==> src/rtl/ether_arp_rx_if.sv <==
// GMII receive bus plus the ARP request and debug counter outputs of ether_arp_rx.
// The slave side is the detector; the master side is whatever feeds it PHY bytes.
interface ether_arp_rx_if;
  logic        phy_rx_dv;
  logic        phy_rx_er;
  logic [7:0]  phy_rx_data;
  logic        arp_req;
  logic [47:0] arp_sha;
  logic [31:0] arp_spa;
  logic [15:0] rx_frames;
  logic [15:0] rx_crc_err;

  modport master (
    output phy_rx_dv, phy_rx_er, phy_rx_data,
    input  arp_req, arp_sha, arp_spa, rx_frames, rx_crc_err
  );

  modport slave (
    input  phy_rx_dv, phy_rx_er, phy_rx_data,
    output arp_req, arp_sha, arp_spa, rx_frames, rx_crc_err
  );
endinterface

==> src/rtl/ether_arp_rx.sv <==
// GMII receive-side ARP request detector: strips preamble/SFD, checks FCS and length,
// parses Ethernet/ARP headers in flight and pulses arp_req for requests aimed at MY_IP.
module ether_arp_rx #(
  parameter logic [31:0] MY_IP   = 32'h0A001563,
  parameter logic [47:0] MY_MAC  = 48'h00301BA0A499,
  parameter int          MIN_LEN = 64,
  parameter int          MAX_LEN = 1522
) (
  input  logic           clk_125,
  input  logic           rst,
  ether_arp_rx_if.slave  bus
);

  typedef enum logic [1:0] {IDLE, PREAMBLE, FRAME, DROP} state_t;

  localparam logic [10:0] MIN_L   = 11'(MIN_LEN);
  localparam logic [10:0] MAX_L   = 11'(MAX_LEN);
  localparam logic [10:0] IDX_MAX = 11'd2047;
  localparam logic [31:0] RESIDUE = 32'hDEBB20E3;

  state_t      state, state_nxt;
  logic        dv_q, er_q;
  logic [7:0]  data_q;

  logic        frame_start, frame_byte, frame_end;
  logic [10:0] byte_idx;
  logic [31:0] crc;
  logic        match_flag, da_bc_ok, da_my_ok, er_flag;
  logic [47:0] sha_sh;
  logic [31:0] spa_sh;

  logic        hdr_chk, da_chk;
  logic [7:0]  hdr_exp, da_exp;
  logic        crc_ok, len_ok, arp_ok;

  logic        arp_req_r;
  logic [47:0] arp_sha_r;
  logic [31:0] arp_spa_r;
  logic [15:0] rx_frames_r, rx_crc_err_r;

  // Reflected CRC-32, one byte per call, LSB of the byte first.
  function automatic logic [31:0] crc32_byte(input logic [31:0] c, input logic [7:0] d);
    logic [31:0] r;
    r = c;
    for (int i = 0; i < 8; i++) begin
      if (r[0] ^ d[i]) r = (r >> 1) ^ 32'hEDB88320;
      else             r = r >> 1;
    end
    return r;
  endfunction

  always_ff @(posedge clk_125 or posedge rst) begin
    if (rst) begin
      dv_q   <= 1'b0;
      er_q   <= 1'b0;
      data_q <= 8'h00;
    end else begin
      dv_q   <= bus.phy_rx_dv;
      er_q   <= bus.phy_rx_er;
      data_q <= bus.phy_rx_data;
    end
  end

  always_ff @(posedge clk_125 or posedge rst) begin
    if (rst) state <= IDLE;
    else     state <= state_nxt;
  end

  always_comb begin
    state_nxt   = state;
    frame_start = 1'b0;
    frame_byte  = 1'b0;
    frame_end   = 1'b0;
    case (state)
      IDLE: begin
        if (dv_q) state_nxt = (data_q == 8'h55) ? PREAMBLE : DROP;
      end
      PREAMBLE: begin
        if (!dv_q)                 state_nxt = IDLE;
        else if (data_q == 8'h55)  state_nxt = PREAMBLE;
        else if (data_q == 8'hD5) begin
          state_nxt   = FRAME;
          frame_start = 1'b1;
        end else                   state_nxt = DROP;
      end
      FRAME: begin
        if (dv_q) frame_byte = 1'b1;
        else begin
          state_nxt = IDLE;
          frame_end = 1'b1;
        end
      end
      DROP: begin
        if (!dv_q) state_nxt = IDLE;
      end
      default: state_nxt = IDLE;
    endcase
  end

  // Expected byte at each fixed header position of an Ethernet II ARP request.
  always_comb begin
    hdr_chk = 1'b0;
    hdr_exp = 8'h00;
    case (byte_idx)
      11'd12: begin hdr_chk = 1'b1; hdr_exp = 8'h08; end
      11'd13: begin hdr_chk = 1'b1; hdr_exp = 8'h06; end
      11'd14: begin hdr_chk = 1'b1; hdr_exp = 8'h00; end
      11'd15: begin hdr_chk = 1'b1; hdr_exp = 8'h01; end
      11'd16: begin hdr_chk = 1'b1; hdr_exp = 8'h08; end
      11'd17: begin hdr_chk = 1'b1; hdr_exp = 8'h00; end
      11'd18: begin hdr_chk = 1'b1; hdr_exp = 8'h06; end
      11'd19: begin hdr_chk = 1'b1; hdr_exp = 8'h04; end
      11'd20: begin hdr_chk = 1'b1; hdr_exp = 8'h00; end
      11'd21: begin hdr_chk = 1'b1; hdr_exp = 8'h01; end
      11'd38: begin hdr_chk = 1'b1; hdr_exp = MY_IP[31:24]; end
      11'd39: begin hdr_chk = 1'b1; hdr_exp = MY_IP[23:16]; end
      11'd40: begin hdr_chk = 1'b1; hdr_exp = MY_IP[15:8];  end
      11'd41: begin hdr_chk = 1'b1; hdr_exp = MY_IP[7:0];   end
      default: ;
    endcase
  end

  always_comb begin
    da_chk = 1'b1;
    da_exp = 8'h00;
    case (byte_idx)
      11'd0:   da_exp = MY_MAC[47:40];
      11'd1:   da_exp = MY_MAC[39:32];
      11'd2:   da_exp = MY_MAC[31:24];
      11'd3:   da_exp = MY_MAC[23:16];
      11'd4:   da_exp = MY_MAC[15:8];
      11'd5:   da_exp = MY_MAC[7:0];
      default: da_chk = 1'b0;
    endcase
  end

  // Per-frame datapath: CRC, byte index, header match tracking and field shadows.
  always_ff @(posedge clk_125 or posedge rst) begin
    if (rst) begin
      byte_idx   <= 11'd0;
      crc        <= 32'hFFFFFFFF;
      match_flag <= 1'b0;
      da_bc_ok   <= 1'b0;
      da_my_ok   <= 1'b0;
      er_flag    <= 1'b0;
      sha_sh     <= 48'h0;
      spa_sh     <= 32'h0;
    end else if (frame_start) begin
      byte_idx   <= 11'd0;
      crc        <= 32'hFFFFFFFF;
      match_flag <= 1'b1;
      da_bc_ok   <= 1'b1;
      da_my_ok   <= 1'b1;
      er_flag    <= 1'b0;
    end else if (frame_byte) begin
      crc     <= crc32_byte(crc, data_q);
      er_flag <= er_flag | er_q;
      if (byte_idx != IDX_MAX) byte_idx <= byte_idx + 11'd1;
      if (da_chk && data_q != 8'hFF)   da_bc_ok   <= 1'b0;
      if (da_chk && data_q != da_exp)  da_my_ok   <= 1'b0;
      if (hdr_chk && data_q != hdr_exp) match_flag <= 1'b0;
      if (byte_idx >= 11'd22 && byte_idx <= 11'd27) sha_sh <= {sha_sh[39:0], data_q};
      if (byte_idx >= 11'd28 && byte_idx <= 11'd31) spa_sh <= {spa_sh[23:0], data_q};
    end
  end

  assign crc_ok = (crc == RESIDUE);
  assign len_ok = (byte_idx >= MIN_L) && (byte_idx <= MAX_L);
  assign arp_ok = match_flag && (da_bc_ok || da_my_ok);

  // End-of-frame verdict; errored frames leave every counter alone.
  always_ff @(posedge clk_125 or posedge rst) begin
    if (rst) begin
      arp_req_r    <= 1'b0;
      arp_sha_r    <= 48'h0;
      arp_spa_r    <= 32'h0;
      rx_frames_r  <= 16'h0;
      rx_crc_err_r <= 16'h0;
    end else begin
      arp_req_r <= 1'b0;
      if (frame_end && !er_flag) begin
        if (!crc_ok) begin
          if (rx_crc_err_r != 16'hFFFF) rx_crc_err_r <= rx_crc_err_r + 16'd1;
        end else if (len_ok) begin
          if (rx_frames_r != 16'hFFFF) rx_frames_r <= rx_frames_r + 16'd1;
          if (arp_ok) begin
            arp_req_r <= 1'b1;
            arp_sha_r <= sha_sh;
            arp_spa_r <= spa_sh;
          end
        end
      end
    end
  end

  assign bus.arp_req    = arp_req_r;
  assign bus.arp_sha    = arp_sha_r;
  assign bus.arp_spa    = arp_spa_r;
  assign bus.rx_frames  = rx_frames_r;
  assign bus.rx_crc_err = rx_crc_err_r;

endmodule

==> src/flat_wrapper.sv <==
// flat-port wrapper written by rule: the top's interface ports become plain ports
module ether_arp_rx_flat 
#(
  parameter logic [31:0] MY_IP   = 32'h0A001563,
  parameter logic [47:0] MY_MAC  = 48'h00301BA0A499,
  parameter int          MIN_LEN = 64,
  parameter int          MAX_LEN = 1522
)
  (clk_125, rst, bus_phy_rx_dv, bus_phy_rx_er, bus_phy_rx_data, bus_arp_req, bus_arp_sha, bus_arp_spa, bus_rx_frames, bus_rx_crc_err);
  ether_arp_rx_if bus_i ();
  input  logic clk_125;
  input  logic rst;
  input wire logic [$bits(bus_i.phy_rx_dv)-1:0] bus_phy_rx_dv;
  input wire logic [$bits(bus_i.phy_rx_er)-1:0] bus_phy_rx_er;
  input wire logic [$bits(bus_i.phy_rx_data)-1:0] bus_phy_rx_data;
  output wire logic [$bits(bus_i.arp_req)-1:0] bus_arp_req;
  output wire logic [$bits(bus_i.arp_sha)-1:0] bus_arp_sha;
  output wire logic [$bits(bus_i.arp_spa)-1:0] bus_arp_spa;
  output wire logic [$bits(bus_i.rx_frames)-1:0] bus_rx_frames;
  output wire logic [$bits(bus_i.rx_crc_err)-1:0] bus_rx_crc_err;
  assign bus_i.phy_rx_dv = bus_phy_rx_dv;
  assign bus_i.phy_rx_er = bus_phy_rx_er;
  assign bus_i.phy_rx_data = bus_phy_rx_data;
  assign bus_arp_req = bus_i.arp_req;
  assign bus_arp_sha = bus_i.arp_sha;
  assign bus_arp_spa = bus_i.arp_spa;
  assign bus_rx_frames = bus_i.rx_frames;
  assign bus_rx_crc_err = bus_i.rx_crc_err;
  ether_arp_rx #(.MY_IP(MY_IP), .MY_MAC(MY_MAC), .MIN_LEN(MIN_LEN), .MAX_LEN(MAX_LEN)) u_core (.clk_125(clk_125), .rst(rst), .bus(bus_i));
endmodule
==> config.mk <==
export PLATFORM = sky130hd
export DESIGN_NAME = ether_arp_rx_flat
export DESIGN_NICKNAME = d
export VERILOG_FILES = /design/src/rtl/ether_arp_rx_if.sv /design/src/rtl/ether_arp_rx.sv /design/src/flat_wrapper.sv
export SDC_FILE = /design/constraint.sdc
export NUM_CORES = 1
export LEC_CHECK = 0
export BUFFER_PORTS_ARGS = -buffer_cell sky130_fd_sc_hd__buf_2
export CORE_MARGIN = 2
export CORE_UTILIZATION = 40
export DETAILED_ROUTE_END_ITERATION = 6
export SYNTH_ARGS = -nofsm -noshare
export SYNTH_HDL_FRONTEND = slang
export SYNTH_SLANG_ARGS = --single-unit
==> constraint.sdc <==
create_clock -name clk_125 -period 11.2 [get_ports clk_125]
set_input_delay 2.24 -clock clk_125 [delete_from_list [all_inputs] [get_ports clk_125]]
set_output_delay 2.24 -clock clk_125 [all_outputs]
set_load 0.1 [all_outputs]
After elaboration in Yosys (flattened, before gate mapping) --
Index checks and enable logic that the tools add are counted.
Operators by class: add/subtract/negate cells 3, $mul 0, div/mod/pow operators 0, $lt $le $gt $ge 6, equal/unequal tests 33, shifts and indexed selects 0, multiplexer cells 61, bitwise logic cells 19, reductions and logical operators 33
Operator list (count):
- $mux 32 | 24
- $not 13->14 | 8
- $eq 11x5->1 const B | 6
- $pmux 7 s7 | 1
- $eq 11x4->1 const B | 4
- $eq 11x6->1 const B | 4
- $pmux 8 s5 | 1
- $mux 11 | 3
- $add 16x1->16 const B | 2
- $eq 32x32->1 const B | 1
- $ne 16x16->1 const B | 2
- $mux 1 | 26
- $eq 11x2->1 const B | 2
- $eq 11x3->1 const B | 2
- $ge 11x5->1 const B | 2
- $le 11x5->1 const B | 2
- $reduce_or 14->1 | 1
- $add 11x1->11 const B | 1
- $eq 11x1->1 const B | 1
- $ge 11x7->1 const B | 1
- $le 11x11->1 const B | 1
- $logic_not 11->1 | 1
- $ne 11x11->1 const B | 1
- $mux 2 | 5
- other kinds (23) | 53
Storage, ports and cells: register bits 252, bits in latches 0, memory bits (writable) 0, memory bits (read-only) 0, input port bits 12, output and inout bits 113, logic and storage cells 172, memories 0

Logic depth before layout (Yosys ltp) --
Gate-level depths: netlist (run 1).
depth after elaboration 34, gate-level depth with buffers 9, gate-level depth less buffers 8

Worst setup path before layout (run 1) --
OpenSTA, ideal clock, no wires.
kind register to output, from register u_core.rx_crc_err_r[2], in the netlist u_core.bus.rx_crc_err[2], to output bus_rx_crc_err[2], data arrival time 0.968 ns, setup slack 7.992 ns, stages on the path, launching flop included 1, cells stage by stage dfrtp_1
RTL lines:
- start, declared | RTL line ether_arp_rx.sv:39 | logic [15:0] rx_frames_r, rx_crc_err_r;
- start signal, assigned | RTL line ether_arp_rx.sv:183 | if (rx_crc_err_r != 16'hFFFF) rx_crc_err_r <= rx_crc_err_r + 16'd1;
- end, declared | RTL line flat_wrapper.sv:20 | output wire logic [$bits(bus_i.rx_crc_err)-1:0] bus_rx_crc_err;
No word-level cell between the ends.

==> qor.txt, run 1 <==
Cell Int Power -> 2.04 mW
CTS Buf Count -> 28
XOR/XNOR share of the synthesized area -> 9.75%
Synth cell count leaders -> dfrtp_1 (220), mux2_2 (141), xnor2_1 (59)
Worst Path Required -> 11.72 ns
DIE HEIGHT -> 172 um
Largest net degree at the start of global routing -> 112
Via density -> 5.10
Ys Warns -> 0
Syn Inst Count -> 886
Largest family of logic cells by synthesized area -> multiplexers
Actual slew at the worst max-slew pin -> 1.08 ns
Critical path class -> input pin to async pin
Final net count -> 1018
Top_reg_cell synth -> dfrtp_1
Post-synthesis compound-gate area fraction -> 4.69%
DR WL/cell -> 16.5 um
Clock share of power -> 31.6%
Post-CTS Setup Inserts -> 0
Initial antenna violation count -> 0
TritonRoute pass-1 iters -> 4
GRT Total Usage -> 16.0%
CTS H-tree lvls -> 1
#FFs+latches synth -> 252
Seq/Total Area, Yosys -> 56.4%
Vias in the first global route -> 7072
Die extent in x -> 172 um
Mux cell area share after synthesis -> 16.1%
Fmax -> 242 MHz
CTS hold repair buffers -> 0
Yosys top cell by area -> dfrtp_1
Initial DRC count -> 427
Post-Synth Adder-Cell Area -> 0.668%
Final Instance Area -> 13200 sq um
HP Class -> flip-flop to flip-flop
RePlAce Congestion -> 0.824
Async SR Flop Fraction -> 100%
Post-Place Cell Area -> 12200 sq um
Final hold vios -> 0
Post-synth EDFFs -> 0
Initial Utilization -> 40.6%
Via Count -> 7143
Worst rel slew slack -> 27.9%
Area grow syn2layout -> 17.3%
Total of max-cap violations -> 0
HPWL after detailed placement -> 15000 um
GRT overflow -> 0
Rows -> 61
Routed Antenna Nets -> 0
CTS tree -> built
Crit path DAT -> 4.66 ns
Syn_nets -> 904
Sequential Power Share -> 38.1%
Final core occ -> 47.6%
Simple-gate portion of the synthesized area -> 9.95%
Clock skew -> 0.0246 ns
CTS clk-pin slew, worst paths -> 0.06 ns
CP Capture Type -> async pin
P_sw -> 958 uW
Critical path startpoint category -> input pin
Crit-path max FO -> 111
Final setup viols -> 0
Count of cell types in the netlist -> 60
Residual DRC -> 0
CTS resizes -> 0
Sw Ratio -> 32.0%
Die area -> 29500 sq um
Slew Limit Fails -> 0
Clk_lat worst skew -> 0.55 ns
Leakage Power -> 6.57 nW
RSZ-0062 raised after global routing -> no
Drt total wl -> 23200 um
Hold WS -> 0.467 ns
Most frequent cell after synthesis -> dfrtp_1
Synth top area share -> 49.0%
PD cells -> 227 nW/um^2
Status -> complete, no violations
Peak supply drop -> 168 uV
Boundary pin count -> 125
Ant diodes -> 0
Clock Sinks -> 252
Clock tree buffer depth -> 3
Comb pwr share -> 30.3%
CTS root buf -> clkbuf_16
Final period demand of the worst path -> 4.14 ns
Layout cells sized above 1 -> 35.7%
Setup TNS -> 0 ns
Fin crit share -> 37.0%
Netlist Area Pre-Place -> 11200 sq um
Largest cells by area after synthesis -> dfrtp_1 (49%), mux2_2 (14%), dfstp_2 (7.5%), xnor2_1 (4.6%), xor2_1 (3.4%)
Core area -> 27700 sq um
IO Port Bufs -> 124
First-pass GRT wire length -> 38000 um
Syn_area_per_cell -> 12.7 sq um
power by group through the flow:
stage                     logic, mW  clock network (mW)  registers, mW
after floorplan               0.752                   0           1.14
after global placement        0.903                   0           1.16
after detailed placement      0.905                   0           1.16
after CTS                     0.912               0.978           1.14
after global routing           1.00                1.01           1.16
final                         0.907               0.947           1.14
final cells by class:
type	count	area, sq um
Multi-Input combinational cell	572	4660
Clock buffer	38	808
Fill cell	2559	14500
Clock inverter	14	171
Inverter	15	63.8
Timing Repair Buffer	131	673
Sequential cell	252	6350
Tap cell	378	473
path summary, 6_finish.rpt:
kind                                                 startpoint  slack, ns  cells past startpoint                            endpoint
setup / recovery                                            rst       7.06                      4          u_core.data_q[1]$_DFF_PP0_
hold / removal                            u_core.er_q$_DFF_PP0_       0.47                      1          u_core.er_flag$_DFFE_PP0P_
setup reg to reg                 u_core.byte_idx[5]$_DFFE_PP0P_       8.16                      7  u_core.bus.arp_sha[36]$_DFFE_PP0P_
hold reg to reg                           u_core.er_q$_DFF_PP0_       0.47                      1          u_core.er_flag$_DFFE_PP0P_
max in group clk_125       u_core.bus.rx_crc_err[0]$_DFFE_PP0P_       7.50                      1                   bus_rx_crc_err[0]
min in group asynchronous                                   rst       1.85                      2  u_core.bus.arp_sha[39]$_DFFE_PP0P_
cell families after synthesis:
family / Yosys count
AO/OA/AOI/OAI: 82
XOR/XNOR: 113
adder cells (fa/ha/maj): 6
buffers and inverters: 62
flip-flops: 252
multiplexers: 161
AND/OR/NAND/NOR: 210
flip-flops by register name, summed over array words and instances (netlist names), 2 cells and up:
register and cells:
u_core.spa_sh 32, u_core.byte_idx 11, u_core.bus.arp_sha 48, u_core.data_q 8, u_core.bus.arp_spa 32, u_core.bus.rx_frames 16
u_core.state 2, u_core.sha_sh 48, u_core.crc 32, u_core.bus.rx_crc_err 16
critical path, stage by stage:
cell   delay, ns
buf_2       0.13
inv_8       0.53
buf_4       0.79
buf_4       0.85
layer usage:
layer,global-route usage (%),wire (um),up-vias
met5,0,0,-
met4,4.35,475,0
met3,2.85,1270,31
met2,24.8,10500,155
met1,23.0,10900,3586
li1,-,-,3371
through the flow:
step	power [mW]	worst slack, ns	std cells
floorplan	1.90	2.08	886
global placement	2.06	6.33	1348
detailed placement	2.06	6.33	1348
CTS	3.03	6.89	1400
global route	3.17	6.59	1400
finish	2.99	7.06	1400
cells in the final DEF (no fill, tap or decap), types with 6 or more instances in the layout:
| cell | Yosys | routed |
|---|---|---|
| buf_4 | 3 | 7 |
| mux2_2 | 141 | 141 |
| nand2b_1 | 7 | 7 |
| mux2_1 | 20 | 20 |
| nand4b_1 | 8 | 8 |
| buf_2 | 18 | 124 |
| dfstp_2 | 32 | 32 |
| inv_1 | 15 | 14 |
| nor2_1 | 37 | 35 |
| o211ai_1 | 14 | 14 |
| o21ai_0 | 16 | 16 |
| clkbuf_8 | 0 | 7 |
| nand4_1 | 13 | 13 |
| nand2_1 | 44 | 44 |
| and4_1 | 6 | 6 |
| nand3_1 | 22 | 22 |
| nor3_1 | 39 | 39 |
| xnor2_1 | 59 | 59 |
| xor2_1 | 44 | 44 |
| clkbuf_16 | 0 | 28 |
| ha_1 | 6 | 6 |
| nor4_1 | 6 | 6 |
| clkinv_2 | 0 | 6 |
| dfrtp_1 | 220 | 220 |
| a21oi_1 | 25 | 25 |
Power figures use the tool's default switching activity.
==> run 2: changes to the inputs <==
- clock period: 11.2 -> 3.9 ns (I/O delays scaled with it)
==> run 2 against run 1 <==
Effect of this change: critical path depth rose by 5; register-to-register slack lost 7.4 ns; sequential power grew to 2.8 times the previous value; routed wire length is 0.24% lower; core utilization up 0.45 points; sequential share of layout area shrank 0.45 points; clock-buffer cell count decreased by 3; die area unchanged; clock skew shrank 0.0017 ns; largest power group unchanged.
==> qor.txt, run 2 (same netlist as run 1, synthesis figures left out) <==
Status -> complete, no violations
Critical path class -> flip-flop to flip-flop
P_sw -> 2.79 mW
Peak supply drop -> 391 uV
Setup TNS -> 0 ns
Vias in the first global route -> 6957
GRT Total Usage -> 15.9%
Ant diodes -> 0
Critical Path Most Common Cell -> nor2b_1
Initial Utilization -> 40.6%
CTS clk-pin slew, worst paths -> 0.06 ns
Clock tree buffer depth -> 3
Routed Antenna Nets -> 0
CTS hold repair buffers -> 0
Post-CTS Setup Inserts -> 0
Clock Sinks -> 252
HP Class -> input pin to async pin
Initial antenna violation count -> 0
Cell Int Power -> 5.93 mW
CP top delay family -> compound AO/OA/AOI/OAI gates
Most common cell after layout, fill and taps aside -> dfrtp_1
Area grow syn2layout -> 18.4%
CTS H-tree lvls -> 1
First-pass GRT wire length -> 37900 um
Initial DRC count -> 446
Clk_lat worst skew -> 0.54 ns
PD cells -> 654 nW/um^2
Fin crit share -> 80.9%
DR WL/cell -> 16.4 um
Crit path cell chain -> inv_1 > ha_1 > nor2b_1 > o311a_1 > o21ai_1 > nor2b_1 > o2111ai_4 > buf_12 > mux2_1
Die extent in x -> 172 um
CTS tree -> built
Via Count -> 7116
Worst stage delay on the critical path -> 0.61 ns
Core area -> 27700 sq um
CTS resizes -> 0
Fmax -> 317 MHz
Crit-path max FO -> 30
IO Port Bufs -> 124
Final setup viols -> 0
TritonRoute pass-1 iters -> 4
HPWL after detailed placement -> 15200 um
FF/Latch Area -> 6350 sq um
Clock skew -> 0.0229 ns
Critical path startpoint category -> flip-flop
Drt total wl -> 23100 um
Crit path DAT -> 3.56 ns
CTS Buf Count -> 27
Final core occ -> 48.1%
Die area -> 29500 sq um
Largest net degree at the start of global routing -> 100
Slowest CP cell -> o2111ai_4
Boundary pin count -> 125
Leading cell types in the layout, fill and taps excluded -> dfrtp_1 (220), mux2_2 (141), buf_2 (124)
WP buf/inv -> 2
Via density -> 5.05
Sw Ratio -> 32.0%
Worst Path Required -> 4.31 ns
Clock share of power -> 31.5%
RSZ-0062 raised after global routing -> no
CTS root buf -> clkbuf_16
RePlAce Congestion -> 0.829
Rows -> 61
Total of max-cap violations -> 0
Slew Limit Fails -> 0
Comb pwr share -> 31.7%
Actual slew at the worst max-slew pin -> 1.17 ns
CP Capture Type -> flip-flop
GRT overflow -> 0
Residual DRC -> 0
Final net count -> 1029
DIE HEIGHT -> 172 um
Final period demand of the worst path -> 3.16 ns
Final hold vios -> 0
Layout cells sized above 1 -> 36.3%
Worst rel slew slack -> 22.2%
Multi-input logic area -> 4650 sq um
Fill cells -> 2493
Leakage Power -> 6.63 nW
Sequential Power Share -> 36.7%
-- run 2: power groups by stage --
| stage | clock network (mW) | logic (mW) | registers [mW] |
|---|---|---|---|
| 3_5_place_dp | 0 | 2.77 | 3.25 |
| 2_1_floorplan | 0 | 2.16 | 3.28 |
| 3_3_place_gp | 0 | 2.75 | 3.24 |
| 4_1_cts | 2.83 | 2.79 | 3.20 |
| 6_report | 2.75 | 2.76 | 3.20 |
| 5_1_grt | 2.94 | 3.05 | 3.23 |
-- run 2: path summary, 6_finish.rpt --
check / start / endpoint / slack (ns) / cells past startpoint
max in group asynchronous: rst / u_core.sha_sh[26]$_DFFE_PP0P_ / 2.88 / 3
hold / removal: rst / u_core.bus.arp_req$_DFF_PP0_ / 0.15 / 2
min in group clk_125: bus_phy_rx_er / u_core.er_q$_DFF_PP0_ / 0.35 / 1
hold reg to reg: u_core.spa_sh[29]$_DFFE_PP0P_ / u_core.bus.arp_spa[29]$_DFFE_PP0P_ / 0.48 / 1
setup reg to reg: u_core.byte_idx[0]$_DFFE_PP0P_ / u_core.bus.arp_sha[4]$_DFFE_PP0P_ / 0.74 / 9
setup / recovery: u_core.byte_idx[0]$_DFFE_PP0P_ / u_core.bus.arp_sha[4]$_DFFE_PP0P_ / 0.74 / 9
-- run 2: layout make-up --
class | count | share of cell area (%)
Sequential cell | 252 | 47.7
Multi-Input combinational cell | 572 | 34.9
Timing Repair Buffer | 143 | 6.11
Clock buffer | 35 | 5.68
Tap cell | 378 | 3.55
Clock inverter | 15 | 1.63
Inverter | 15 | 0.451
-- run 2: routing by layer --
| metal | vias to the layer above | global-route usage, % | part of all wire [%] |
|---|---|---|---|
| met5 | - | 0 | 0 |
| met1 | 3538 | 23.8 | 49 |
| met3 | 24 | 2.62 | 5.2 |
| li1 | 3383 | - | - |
| met4 | 0 | 3.39 | 1.3 |
| met2 | 171 | 24.3 | 45 |
-- run 2: per-stage QoR --
| stage | hold WS [ns] | power [mW] | cell area, sq um | cells | worst slack (ns) |
|---|---|---|---|---|---|
| global placement | 0.459 | 5.99 | 12300 | 1360 | 0.801 |
| detailed placement | 0.462 | 6.01 | 12300 | 1360 | 0.702 |
| global route | 0.131 | 9.22 | 13300 | 1410 | 0.480 |
| floorplan | 0.449 | 5.44 | 11200 | 886 | -0.170 |
| CTS | 0.130 | 8.81 | 13300 | 1410 | 0.699 |
| finish | 0.148 | 8.71 | 13300 | 1410 | 0.745 |
==> run 3: changes to the inputs <==
- clock period: 3.9 -> 2.8 ns (I/O delays scaled with it)
==> run 3 against run 2 <==
Effect of this change: die area unchanged; clock-buffer cell count is 6 higher; clock skew down 0.012 ns; routed wire length is 2.5% higher; register-to-register slack worse by 0.56 ns; flip-flop and latch count did not move; final area grew 1.4%; critical path depth is the same; non-clock buffer count up 13; critical path type unchanged; largest power group unchanged.
==> qor.txt, run 3 (same netlist as run 1, synthesis figures left out) <==
Status -> complete, no violations
HP Class -> input pin to async pin
Leakage Power -> 6.74 nW
Area grow syn2layout -> 20.1%
CTS clk-pin slew, worst paths -> 0.06 ns
Total of max-cap violations -> 0
Rows -> 61
Crit path DAT -> 3.04 ns
P_sw -> 3.95 mW
IO Port Bufs -> 124
Routed Antenna Nets -> 0
Clock skew -> 0.0105 ns
Final net count -> 1043
Vias in the first global route -> 7240
Residual DRC -> 0
Final hold vios -> 0
Pre-CTS setup slack -> 0.176 ns
HPWL after detailed placement -> 15900 um
Clk_lat worst skew -> 0.55 ns
Largest net degree at the start of global routing -> 82
Crit-path max FO -> 81
CP Capture Type -> flip-flop
CTS Buf Count -> 28
Initial Utilization -> 40.6%
RSZ-0062 raised after global routing -> no
Critical path class -> flip-flop to flip-flop
Final worst slack -> 0.187 ns
CTS H-tree lvls -> 1
Met3 Track Usage GR -> 2.60%
Initial antenna violation count -> 0
Clock Sinks -> 252
Final Instance Area -> 13500 sq um
Fill cells -> 2516
Post-Place Cell Area -> 12500 sq um
CTS root buf -> clkbuf_16
Via density -> 5.07
CTS tree -> built
CTS resizes -> 0
Clock share of power -> 32.3%
Critical path startpoint category -> flip-flop
Sequential Power Share -> 36.0%
Die area -> 29500 sq um
Sw Ratio -> 31.7%
RePlAce Congestion -> 0.837
Comb pwr share -> 31.7%
Worst Path Required -> 3.23 ns
Actual slew at the worst max-slew pin -> 0.767 ns
Slew Limit Fails -> 0
Ant diodes -> 0
Via Count -> 7229
TritonRoute pass-1 iters -> 4
PD cells -> 925 nW/um^2
Drt total wl -> 23700 um
GRT Total Usage -> 16.6%
Fmax -> 383 MHz
GRT overflow -> 0
Busiest grt layer -> met2
DIE HEIGHT -> 172 um
Post-CTS Setup Inserts -> 0
Fin crit share -> 93.3%
Final setup viols -> 0
CTS hold repair buffers -> 0
Die extent in x -> 172 um
GR Util met1 -> 23.8%
Worst rel slew slack -> 48.5%
Clock tree buffer depth -> 3
First-pass GRT wire length -> 39500 um
Boundary pin count -> 125
Final period demand of the worst path -> 2.61 ns
Core area -> 27700 sq um
Most common cell after layout, fill and taps aside -> dfrtp_1
Met2 Use GR -> 26.3%
Cell Int Power -> 8.54 mW
DR WL/cell -> 16.6 um
Peak supply drop -> 508 uV
Leading cell types in the layout, fill and taps excluded -> dfrtp_1 (220), mux2_2 (141), buf_2 (124)
Layout cells sized above 1 -> 36.9%
Initial DRC count -> 404
==> run 3: changes by cell type in the layout (fill, tap and decap cells not counted), sizes merged <==
cell and change:
buf +13, clkbuf +6, clkinvlp -3, inv -2, bufinv +1
==> run 3: cell type report <==
class | instances | area [sq um] | share of cell area, %
Tap cell | 378 | 473 | 3.50
Clock buffer | 41 | 810 | 5.99
Timing Repair Buffer | 156 | 936 | 6.93
Multi-Input combinational cell | 572 | 4650 | 34.4
Inverter | 15 | 60.1 | 0.445
Sequential cell | 252 | 6350 | 47.0
Clock inverter | 11 | 230 | 1.70
==> run 3: path summary, 6_finish.rpt <==
kind | from | to | slack (ns) | cells past startpoint
max in group asynchronous | rst | u_core.bus.rx_frames[7]$_DFFE_PP0P_ | 1.93 | 3
hold reg to reg | u_core.bus.rx_frames[9]$_DFFE_PP0P_ | u_core.bus.rx_frames[9]$_DFFE_PP0P_ | 0.48 | 1
hold / removal | rst | u_core.bus.rx_crc_err[14]$_DFFE_PP0P_ | 0.07 | 2
min in group clk_125 | bus_phy_rx_data[1] | u_core.data_q[1]$_DFF_PP0_ | 0.12 | 1
setup / recovery | u_core.byte_idx[0]$_DFFE_PP0P_ | u_core.bus.arp_sha[7]$_DFFE_PP0P_ | 0.19 | 9
setup reg to reg | u_core.byte_idx[0]$_DFFE_PP0P_ | u_core.bus.arp_sha[7]$_DFFE_PP0P_ | 0.19 | 9
==> run 3: per-layer routing <==
layer / vias to the layer above / wire [um]
li1: 3392 / -
met5: - / 0
met2: 151 / 10700
met1: 3643 / 11300
met4: 0 / 538
met3: 43 / 1150
==> run 3: metrics by stage <==
step	util, %	std cells	TNS, ns	power [mW]	hold slack, ns
after floorplan	-	886	-236.80	7.58	0.449
after global placement	45.0	1373	0	8.45	0.463
after detailed placement	45.0	1373	0	8.50	0.471
after CTS	48.7	1425	0	12.6	0.0604
after global routing	48.7	1425	0	13.2	0.0774
final	48.7	1425	0	12.5	0.0728
==> run 3: power by group through the flow <==
stage / sequential [mW] / clock, mW / combinational (mW)
3_5_place_dp: 4.56 / 0 / 3.94
6_report: 4.50 / 4.04 / 3.95
3_3_place_gp: 4.55 / 0 / 3.90
4_1_cts: 4.49 / 4.15 / 3.97
2_1_floorplan: 4.57 / 0 / 3.01
5_1_grt: 4.54 / 4.31 / 4.35
==> run 3: critical path, stage by stage, from the launching register on <==
cell	delay, ns
dfrtp_1	0.44
inv_1	0.13
ha_1	0.30
nor2b_1	0.08
o311a_1	0.29
o21ai_1	0.18
nor2b_1	0.24
o2111ai_4	0.16
buf_12	0.27
mux2_1	0.37
